--- config.mk ---
export PLATFORM = sky130hd
export DESIGN_NAME = param_regfile
export DESIGN_NICKNAME = d
export VERILOG_FILES = /design/src/rtl/param_regfile.sv
export SDC_FILE = /design/constraint.sdc
export NUM_CORES = 1
export LEC_CHECK = 0
export CORE_MARGIN = 2
export CORE_UTILIZATION = 65
export CTS_CLUSTER_DIAMETER = 200
export CTS_CLUSTER_SIZE = 20
export DETAILED_ROUTE_END_ITERATION = 7
export HOLD_SLACK_MARGIN = 0.03
export PLACE_DENSITY = 0.86
export SETUP_SLACK_MARGIN = 0.4
export SLEW_MARGIN = 0
export SYNTH_ARGS = -nofsm -noshare
export SYNTH_HDL_FRONTEND = slang
export SYNTH_SLANG_ARGS = --single-unit
--- constraint.sdc ---
create_clock -name clk -period 14.2 [get_ports clk]
set_clock_uncertainty 0.15 [all_clocks]
set_input_delay 4.26 -clock clk [delete_from_list [all_inputs] [get_ports clk]]
set_output_delay 4.26 -clock clk [all_outputs]
set_load 0.1 [all_outputs]
--- src/rtl/param_regfile.sv ---
// Parametrised register file with pipelined reads, atomic increment and sequenced bulk clear.
// Optional even-parity protection per word is enabled by defining PARAM_REGFILE_PARITY_EN.
module param_regfile #(
    parameter int                    DATA_WIDTH = 8,
    parameter int                    ADDR_WIDTH = 4,
    parameter int                    RD_LATENCY = 2,
    parameter logic [DATA_WIDTH-1:0] RESET_VAL  = '0
) (
    input  logic                  clk,
    input  logic                  rst,
    input  logic                  write_en,
    input  logic                  read_en,
    input  logic                  incr_en,
    input  logic                  clr_req,
    input  logic [ADDR_WIDTH-1:0] addr,
    input  logic [DATA_WIDTH-1:0] data_in,
    input  logic                  par_inject,
    output logic                  ready,
    output logic [DATA_WIDTH-1:0] data_out,
    output logic                  rd_valid,
    output logic [DATA_WIDTH-1:0] incr_out,
    output logic                  incr_valid,
    output logic                  clr_done,
    output logic                  rd_par_err,
    output logic [1:0]            fsm_state
);

    localparam int                    DEPTH     = 1 << ADDR_WIDTH;
    localparam logic [ADDR_WIDTH-1:0] LAST_ADDR = ADDR_WIDTH'(DEPTH - 1);

    typedef enum logic [1:0] {
        IDLE  = 2'd0,
        RMW   = 2'd1,
        CLEAR = 2'd2
    } state_t;

    state_t                state, next_state;
    logic [DATA_WIDTH-1:0] mem [DEPTH];
    logic [ADDR_WIDTH-1:0] rmw_addr;
    logic [ADDR_WIDTH-1:0] clr_cnt;
    logic [DATA_WIDTH-1:0] inc_val;
    logic                  do_clr, do_wr, do_inc, do_rd;
    logic                  rd_err_now;

    logic [DATA_WIDTH-1:0] rd_data_q [RD_LATENCY];
    logic [RD_LATENCY-1:0] rd_vld_q;
    logic [RD_LATENCY-1:0] rd_err_q;

    // Handshake: a request is taken only on a rising edge where ready=1; requests seen
    // while ready=0 are dropped. rd_valid/incr_valid/clr_done are single-cycle pulses.
    assign do_clr = ready & clr_req;
    assign do_wr  = ready & ~clr_req & write_en;
    assign do_inc = ready & ~clr_req & ~write_en & incr_en;
    assign do_rd  = ready & ~clr_req & ~write_en & ~incr_en & read_en;

    assign inc_val   = mem[rmw_addr] + DATA_WIDTH'(1);
    assign fsm_state = state;

    always_comb begin
        next_state = state;
        case (state)
            IDLE: begin
                if (do_clr)      next_state = CLEAR;
                else if (do_inc) next_state = RMW;
            end
            RMW:     next_state = IDLE;
            CLEAR:   if (clr_cnt == LAST_ADDR) next_state = IDLE;
            default: next_state = IDLE;
        endcase
    end

    always_ff @(posedge clk or posedge rst) begin
        if (rst) begin
            state      <= IDLE;
            ready      <= 1'b0;
            rmw_addr   <= '0;
            clr_cnt    <= '0;
            incr_out   <= '0;
            incr_valid <= 1'b0;
            clr_done   <= 1'b0;
        end else begin
            state      <= next_state;
            ready      <= (next_state == IDLE);
            incr_valid <= (state == RMW);
            clr_done   <= (state == CLEAR) && (clr_cnt == LAST_ADDR);
            if (state == RMW) incr_out <= inc_val;
            if (do_inc) rmw_addr <= addr;
            if (do_clr) clr_cnt <= '0;
            else if (state == CLEAR) clr_cnt <= clr_cnt + ADDR_WIDTH'(1);
        end
    end

    // Write, increment and clear never overlap: writes need IDLE, the others own their state.
    always_ff @(posedge clk or posedge rst) begin
        if (rst) begin
            for (int i = 0; i < DEPTH; i++) mem[i] <= RESET_VAL;
        end else begin
            if (do_wr) mem[addr] <= data_in;
            if (state == RMW) mem[rmw_addr] <= inc_val;
            if (state == CLEAR) mem[clr_cnt] <= RESET_VAL;
        end
    end

`ifdef PARAM_REGFILE_PARITY_EN
    logic par_mem [DEPTH];

    always_ff @(posedge clk or posedge rst) begin
        if (rst) begin
            for (int i = 0; i < DEPTH; i++) par_mem[i] <= ^RESET_VAL;
        end else begin
            if (do_wr) par_mem[addr] <= (^data_in) ^ par_inject;
            if (state == RMW) par_mem[rmw_addr] <= ^inc_val;
            if (state == CLEAR) par_mem[clr_cnt] <= ^RESET_VAL;
        end
    end

    assign rd_err_now = (^mem[addr]) ^ par_mem[addr];
`else
    logic unused_par_inject;
    assign unused_par_inject = par_inject;
    assign rd_err_now        = 1'b0;
`endif

    // Stage 0 samples memory on the accept edge; the last stage drives the outputs.
    always_ff @(posedge clk or posedge rst) begin
        if (rst) begin
            for (int i = 0; i < RD_LATENCY; i++) rd_data_q[i] <= '0;
            rd_vld_q <= '0;
            rd_err_q <= '0;
        end else begin
            rd_data_q[0] <= mem[addr];
            rd_vld_q[0]  <= do_rd;
            rd_err_q[0]  <= do_rd & rd_err_now;
            for (int i = 1; i < RD_LATENCY; i++) begin
                rd_data_q[i] <= rd_data_q[i-1];
                rd_vld_q[i]  <= rd_vld_q[i-1];
                rd_err_q[i]  <= rd_err_q[i-1];
            end
        end
    end

    assign data_out   = rd_data_q[RD_LATENCY-1];
    assign rd_valid   = rd_vld_q[RD_LATENCY-1];
    assign rd_par_err = rd_err_q[RD_LATENCY-1];

endmodule

==> reports/qor.csv <==
metric,value,unit
status,completed,
synth-adder-area-share,0.00616,
grt_pass1_wl,47100,um
drive_above_1_share,0.157,
path_cells,clkdlybuf4s50_1 > nor3_1 > nand3_1 > mux2i_1 > a21o_1 > a21oi_1,
tightest_slew,1280,ps
cts-htree-levels,4,
end_kind,register,
synth_cell_type_count,52,
regArea,4180,sq um
io_pins,42,
die_h,129,um
routed_via_density,7.33,
hp-start,rd_data_q[8],
finalCritPeriodShare,0.488,
seq_area_frac_synth,0.411,
syn_area,10200,sq um
multi_input_area,5580,sq um
crit_required,14370,ps
wire_per_inst,26.8,um
dr.pass1.iters,7,
rows,45,
drc_errors,0,
crit_path_end,mem[37],
crit_fanout,12,
grt_remaining_overflow,0,
initial_core_util,0.666,
netlist_instances,895,
yosys.area.top_type_share,0.411,
grt_max_degree,97,
fin_setup_tns,0,ps
reg2reg_to,mem[124],
antenna_found_initial,1,
area_growth,9.72,%
synth_top_family_by_area,multiplexers,
clkTransAtPathRegs,70,ps
grt_pass1_vias,7825,
hold_buffers,0,
numCtsBuffers,17,
critPathLaunch,addr[2],
power.density,197,nW/um^2
power.total,2.20,mW
start_kind,primary input,
dp_hpwl,19300,um
irDropWorstVdd,181,uV
syn-num-nets,919,
synth_xor_area_frac,0.0103,
vias,8221,
cp_top_family,simple AND/OR/NAND/NOR gates,
die-width,129,um
finalHoldViolations,0,
worst_skew_pair.late_latency,450,ps
synth-simple-area-share,0.105,
slew_headroom,0.139,
core-area,15300,sq um
grt_usage,0.387,
crit_type,primary input to register,
p_leak,4.96,nW
max_cap_viol_count,0,
portBuffers,39,
synth_mux_area_frac,0.268,
period_needed,6930,ps
cts_tree,yes,
die_area,16600,sq um
rsz0062_at_grt,no,
synth_compound_area_frac,0.159,
critPathBufInv,1,
r2r_slack,10160,ps
setup_violations,0,
post_cts_buffers,0,
slew_violations,0,
drt-initial-drc-count,1401,
gp_congestion,1.03,
r2r_cells,10,
crit_slowest_cell,nor3_1,
routed_wl,30100,um
cts_sinks,167,
hold_class,register to register,
n_fill_cell,1027,
holdWs,201,ps
final_nets,922,
avgSynthCellArea,11.4,sq um
post_cts_resized,0,
cts_root_buf,clkbuf_16,
cpPeakStageDelay,900,ps
fmax,144,MHz
path_depth,6,
yosys.area.top_type,dfrtp_1,
rr_startpoint,rmw_addr[0],
clock_path_buffers,2,
synth-warning-count,0,
num_antenna_cells,0,
ant_nets,0,
synth_area_leaders,"dfrtp_1 41%, mux4_2 12%, mux2i_1 9.5%, a211oi_1 6.7%, mux4_1 4.4%",
yosys_register_bits,167,
arrival,7100,ps
-- placed cells by master (no fill, tap or decap), types with 4 or more instances in the layout --
cell type	instances
dfrtp_1	166
nand2_1	63
clkdlybuf4s50_1	37
a211oi_1	90
a22oi_1	10
a31o_2	10
nand2b_1	8
mux2i_1	96
xor2_1	4
ha_1	5
o21a_1	16
inv_1	5
nor2b_1	27
a21o_1	32
nor2_1	91
a21oi_1	50
inv_6	8
nor3_1	12
mux4_2	56
mux2_2	5
buf_4	15
clkbuf_16	17
o21ai_0	4
nand3_1	15
mux4_1	17
a21oi_2	9
-- per-layer routing --
layer / GRT usage / part of all wire
met5: 0 / 0.00023
met4: 0.213 / 0.068
met3: 0.104 / 0.13
met2: 0.556 / 0.43
met1: 0.542 / 0.37
-- Yosys cell counts, drive strengths merged --
library cell  number
a211oi            92
a21o              32
a21oi             59
a221oi             1
a22o               1
a22oi             10
a31o              10
and2               3
and3               1
and4               1
buf               34
clkbuf            36
clkinv             1
conb               1
dfrtp            167
ha                 5
inv                7
mux2               5
mux2i             96
mux4              73
nand2             64
nand2b             8
nand3             16
nand3b             1
nand4              1
nor2              91
nor2b             27
nor3              13
nor3b              1
nor4b              2
o21a              16
o21ai              5
o22ai              1
or2                1
or3                3
or4b               1
xnor2              4
xor2               5
-- state kept, by name (all words and copies together), names as in the netlist --
| signal | cells |
|---|---|
| data_out | 8 |
| rmw_addr | 4 |
| fsm_state | 2 |
| incr_out | 8 |
| clr_cnt | 4 |
| mem | 128 |
| incr_valid | 1 |
| rd_vld_q | 2 |
| ready | 1 |
| rd_data_q | 8 |
| clr_done | 1 |
-- cell families after synthesis --
group                      after synthesis
DFF                                    167
adders and majority gates                5
AOI/OAI and AO/OA                      227
other                                    1
xor gates and xnor gates                 9
buffers and inverters                   78
muxes                                  174
and+or+nand+nor                        234
-- worst register-to-register path, cell delays in order, from the launching register on --
cell      delay (ps)
dfrtp_2          350
buf_4            560
mux4_1           710
nand2_1          130
and4_1           300
clkinv_4         120
ha_1             250
nand3_1          100
xor2_1           750
buf_4            350
a211oi_1         110
-- layout make-up --
class | count | share of cell area
well taps | 211 | 0.0237
inverters | 8 | 0.00359
clock buffers | 18 | 0.0385
multi-input cells | 650 | 0.500
clock inverters | 14 | 0.0145
repair buffers | 54 | 0.0442
flip-flops and latches | 167 | 0.375
-- power by group --
group	internal, mW	leakage (nW)	switching [mW]
Clock	0.263	0.279	0.212
Sequential	0.624	2.21	0.126
Combinational	0.374	2.48	0.597
-- how the worst min path moves through the flow --
stage,to,slack [ps],cells past startpoint
after global placement,data_out[5],180,0
after floorplan,data_out[0],180,0
after global routing,data_out[7],210,0
after CTS,data_out[0],200,0
after detailed placement,data_out[0],190,0
final,data_out[0],200,0
-- per-stage QoR --
| step | cell area (sq um) | cells | utilization | setup slack, ps |
|---|---|---|---|---|
| finish | 11100 | 1122 | 0.730 | 7270 |
| global placement | 10600 | 1090 | 0.692 | 6940 |
| floorplan | 10200 | 895 | - | 5270 |
| global route | 11100 | 1122 | 0.730 | 7110 |
| CTS | 11100 | 1122 | 0.730 | 7370 |
| detailed placement | 10600 | 1090 | 0.692 | 6950 |
Note: power is estimated with default switching activity, not from simulation.
